$ cat config.mk
export PLATFORM = sky130hd
export DESIGN_NAME = reg_control_pipe
export DESIGN_NICKNAME = d
export VERILOG_FILES = /design/src/rtl/ctrl_pkg.sv /design/src/rtl/reg_control_pipe_en_dff.sv /design/src/rtl/reg_control_pipe.sv
export SDC_FILE = /design/constraint.sdc
export NUM_CORES = 1
export LEC_CHECK = 0
export CELL_PAD_IN_SITES_DETAIL_PLACEMENT = 1
export CELL_PAD_IN_SITES_GLOBAL_PLACEMENT = 1
export CORE_MARGIN = 3
export CORE_UTILIZATION = 28
export DETAILED_ROUTE_END_ITERATION = 7
export GPL_ROUTABILITY_DRIVEN = 0
export PLACE_DENSITY_LB_ADDON = 0.12
export SLEW_MARGIN = 20
export SYNTH_ARGS = -nofsm -noshare
export SYNTH_HDL_FRONTEND = slang
export SYNTH_SLANG_ARGS = --single-unit
export TNS_END_PERCENT = 20
$ cat constraint.sdc
create_clock -name clk -period 0.9 [get_ports clk]
set_clock_uncertainty 0.05 [all_clocks]
set_input_delay 0.18 -clock clk [delete_from_list [all_inputs] [get_ports clk]]
set_output_delay 0.18 -clock clk [all_outputs]
set_load 0.01 [all_outputs]
$ cat src/rtl/ctrl_pkg.sv
// Shared widths and the packed control bundle carried by the decode-to-execute
// pipeline register. CTRL_NOP is the all-zero bubble.
package ctrl_pkg;

    localparam int MEM_OP_W = 2;
    localparam int ESC_WR_W = 2;
    localparam int VEC_WR_W = 2;
    localparam int ALU_OP_W = 4;

    typedef struct packed {
        logic                alu_st;
        logic                mem_st;
        logic                shift_op;
        logic [MEM_OP_W-1:0] mem_op;
        logic [ESC_WR_W-1:0] esc_wr;
        logic [VEC_WR_W-1:0] vec_wr;
        logic [ALU_OP_W-1:0] alu_op;
    } ctrl_t;

    localparam ctrl_t CTRL_NOP = '0;

endpackage

$ cat src/rtl/reg_control_pipe_en_dff.sv
// Parameterized-width register with load enable and asynchronous active-low
// clear; used to hold the whole packed control bundle.
module en_dff #(
    parameter int W = 1
) (
    input  logic         clk,
    input  logic         rst_n,
    input  logic         en,
    input  logic [W-1:0] d,
    output logic [W-1:0] q
);

    // NOTE: sequential state uses non-blocking assignments so every flop samples
    // pre-edge values; the hold case needs no else branch in a clocked block.
    always_ff @(posedge clk or negedge rst_n) begin
        if (!rst_n) begin
            q <= '0;
        end else if (en) begin
            q <= d;
        end
    end

endmodule

$ cat src/rtl/reg_control_pipe.sv
// Decode-to-execute pipeline register for the control bundle: one-cycle latency,
// shared enable. Optional synchronous bubble insertion via REG_CONTROL_FLUSH_EN.
module reg_control_pipe
    import ctrl_pkg::*;
(
    input  logic                clk,
    input  logic                rst_n,
    input  logic                en,
`ifdef REG_CONTROL_FLUSH_EN
    input  logic                flush,
`endif
    input  logic                d_cl_alu_st,
    input  logic                d_cl_mem_st,
    input  logic                d_cl_shift_op,
    input  logic [MEM_OP_W-1:0] d_cl_mem_op,
    input  logic [ESC_WR_W-1:0] d_cl_esc_wr,
    input  logic [VEC_WR_W-1:0] d_cl_vec_wr,
    input  logic [ALU_OP_W-1:0] d_cl_alu_op,
    output logic                q_cl_alu_st,
    output logic                q_cl_mem_st,
    output logic                q_cl_shift_op,
    output logic [MEM_OP_W-1:0] q_cl_mem_op,
    output logic [ESC_WR_W-1:0] q_cl_esc_wr,
    output logic [VEC_WR_W-1:0] q_cl_vec_wr,
    output logic [ALU_OP_W-1:0] q_cl_alu_op
);

    ctrl_t d_bus;
    ctrl_t next_bus;
    ctrl_t q_bus;
    logic  load;

    assign d_bus = '{
        alu_st:   d_cl_alu_st,
        mem_st:   d_cl_mem_st,
        shift_op: d_cl_shift_op,
        mem_op:   d_cl_mem_op,
        esc_wr:   d_cl_esc_wr,
        vec_wr:   d_cl_vec_wr,
        alu_op:   d_cl_alu_op
    };

`ifdef REG_CONTROL_FLUSH_EN
    // Flush forces a load of the bubble, overriding en.
    assign load     = en | flush;
    assign next_bus = flush ? CTRL_NOP : d_bus;
`else
    assign load     = en;
    assign next_bus = d_bus;
`endif

    en_dff #(
        .W($bits(ctrl_t))
    ) u_ctrl_dff (
        .clk   (clk),
        .rst_n (rst_n),
        .en    (load),
        .d     (next_bus),
        .q     (q_bus)
    );

    assign q_cl_alu_st   = q_bus.alu_st;
    assign q_cl_mem_st   = q_bus.mem_st;
    assign q_cl_shift_op = q_bus.shift_op;
    assign q_cl_mem_op   = q_bus.mem_op;
    assign q_cl_esc_wr   = q_bus.esc_wr;
    assign q_cl_vec_wr   = q_bus.vec_wr;
    assign q_cl_alu_op   = q_bus.alu_op;

endmodule

; ---- Word-level counts from Yosys, hierarchy flattened
; Cells that the tools add are included.
; Widths: inputs -> output; s select.
[word_totals]
regBits = 13
in_bits = 16
out_inout_bits = 13
word_cells = 1

; ---- Longest topological paths before layout
[logic_depth]
word_depth = 0
mapped_depth = 2
depth_no_buf = 1

; ---- Worst setup path before layout
; OpenSTA, ideal clock, no wires.
[synth_timing]
path_kind = reg-to-reg
from = register, netlist name u_ctrl_dff.q[0]
to = register u_ctrl_dff.q[0]
setup_ns = 0.125
arrival_time_ns = 0.654
required_time_ns = 0.725
slack_ns = 0.071
stages_incl_launch_ff = 2
n_path_buf = 0
period_less_slack_ns = 0.829
path_cell_list = dfrtp_1 > mux2_4
[synth_rtl]
columns = item, line_no
row1 = to (signal assigned), reg_control_pipe_en_dff.sv:17  ; q <= '0;
row2 = to (signal assigned), reg_control_pipe_en_dff.sv:19  ; q <= d;
row3 = to (decl), reg_control_pipe_en_dff.sv:10  ; output logic [W-1:0] q

; ---- Worst setup path after layout
[layout_timing]
from = register u_ctrl_dff.q[9]
to = output port q_cl_mem_op[1]
[layout_rtl]
columns = item, line_no
row1 = to (decl), reg_control_pipe.sv:22  ; output logic [MEM_OP_W-1:0] q_cl_mem_op,
; No word-level cell between the ends.

==> reports/metrics.yaml <==
outcome: "finished with violations"
violations: "negative setup slack"
fin_tns_setup_ps: -1930
fin_ws_ps: -140
cp-startpoint: "u_ctrl_dff.q[9]$_DFFE_PN0P_"
fp-row-count: 14
avgRoutedWirePerCell_um: 14.3
tightest_slew_ps: 172
power_density_nw_per_um2: 1550
n_antenna_cell: 0
areaGrowthSynthToFinish_pct: 74.3
layout_min_cycle_time_ps: 1040
dp_slack_ps: -529
top_register: "u_ctrl_dff.q"
regArea_um2: 325
synth_top_area_share: 0.625
max_stage_delay_ps: 390
syn_inst: 27
swShare: 0.245
worstSetupEndpointType: "output pin"
crit_buf_inv: 1
antenna_found_initial: 0
rsz0062_at_grt: "yes"
instances_no_fill: 95
reg_top3: "u_ctrl_dff.q: 13 flops"
insertion_delay_ps: 270
critPathTopFamily: "flip-flops"
synth_enable_flop_cells: 0
slowest_stage: "dfrtp_1"
synth.largest_area_cell: "dfrtp_1"
synth-seq-cells: 13
cts.path.max_buffers: 2
synth_cell_type_count: 4
antenna_left: 0
slew_violations: 0
leakage_nw: 0.445
yosys-top-cells-area: "dfrtp_1, mux2_4, mux2_2"
maxSlewHeadroom: 0.885
yosysWarnings: 0
cts-buffers-inserted: 3
stdcell_area_um2: 907
track_usage: 0.134
mappedNetlistNets: 43
grt_max_degree: 14
drc: 0
num-fill-cells: 175
place_area_um2: 862
worst-setup-path-type: "flop to output pin"
clock-sinks: 13
min_path_type: "primary input to asynchronous set/reset pin"
drive_gt1_frac: 0.592
drtIter0Drc: 1
core_um2: 1630
setup_violations: 22
final_core_util: 0.557
yosysSeqAreaShare: 0.625
p_sw_uw: 345
initial_core_util: 0.320
critPathArrivalTime_ps: 810
cts_root_buffer: "clkbuf_4"
r2r-start: "u_ctrl_dff.q[0]$_DFFE_PN0P_"
cts_hold_buf: 0
finalHoldWorstSlack_ps: 183
multiInputGateArea_um2: 184
drv_cap: 0
critPathMaxFanout: 2
pin_count: 29
place_inst: 82
ir_worst_vdd_uv: 788
power_mw: 1.41
avgViaCountPerCell: 4.13
finalCritPeriodShare: 1.16
power_frac_seq: 0.479
critPathRequiredTime_ps: 670
fin_nets: 88
async_reset_ff_frac: 1.00
htreeDepth: 1
power_frac_clock: 0.257
synth_area_per_cell_um2: 19.3
combPwrFrac: 0.264
die_width_um: 49.1
overflow: 0
synth_ff_type: "dfrtp_1"
cts_tree: "built"
clk_pin_slew_ps: 80
largest_reg_flops: 13
p_int_mw: 1.06
fmax_mhz: 961
die_y_um: 49.1
io_buffers: 28
vias: 392
grt_pass1_wl_um: 2390
synth_commonest_cells: "dfrtp_1, mux2_4, mux2_2"
grt_pass1_vias: 477
start_kind: "flop"
syn_area_um2: 520
synth_most_common_cell: "dfrtp_1"
path_cells: "buf_2"
die_area_um2: 2410
wl_um: 1350
dr.pass1.iters: 2
hold_viol: 0
## cell type report
cell class	instances	area share
multi-input cells	13	0.203
clock buffers	4	0.0290
well taps	24	0.0331
flip-flops and latches	13	0.359
repair buffers	41	0.377
## worst reg2reg max path, stage by stage (launching register included)
cell and delay, ps:
dfrtp_1 390, buf_4 140, mux2_4 260
## per-layer routing
| metal | share of wire | vias up | track usage |
|---|---|---|---|
| li1 | - | 184 | - |
| met1 | 0.38 | 190 | 0.142 |
| met2 | 0.53 | 18 | 0.225 |
| met3 | 0.089 | 0 | 0.0612 |
| met4 | 0 | 0 | 0.0569 |
| met5 | 0 | - | 0 |
## placed cells by master (no fill, tap or decap)
master / n
buf_12: 1
buf_2: 12
buf_4: 9
buf_6: 4
clkbuf_1: 1
clkbuf_4: 3
clkdlybuf4s50_1: 14
dfrtp_1: 13
dlygate4sd2_1: 1
mux2_2: 3
mux2_4: 10
## what timing repair did
action,in CTS,in global routing
gates cloned,0,0
buffers inserted,8,1
resized for setup,55,2
endpoints found under the setup margin,26,21
## logic make-up (layout without fill, tap and decap cells)
kind of cell / after synthesis / in the layout / share of synthesized area
buffers and inverters: 1 / 45 / 0.0216
DFF: 13 / 13 / 0.625
muxes: 13 / 13 / 0.353
## final timing paths
path / endpoint / slack (ps) / cells past startpoint
max in group asynchronous: u_ctrl_dff.q[3]$_DFFE_PN0P_ / 500 / 2
min in group clk: u_ctrl_dff.q[10]$_DFFE_PN0P_ / 350 / 2
min: u_ctrl_dff.q[11]$_DFFE_PN0P_ / 180 / 2
min reg2reg: u_ctrl_dff.q[3]$_DFFE_PN0P_ / 470 / 1
max: q_cl_mem_op[1] / -140 / 1
max reg2reg: u_ctrl_dff.q[0]$_DFFE_PN0P_ / -40 / 2
## power groups by stage
stage               registers [mW]  logic [mW]  clock network (mW)
floorplan                    0.712       0.101                   0
global placement             0.682       0.349                   0
detailed placement           0.689       0.360                   0
CTS                          0.672       0.366               0.379
global route                 0.684       0.400               0.421
finish                       0.674       0.371               0.361
(Power assumes the default switching activity.)
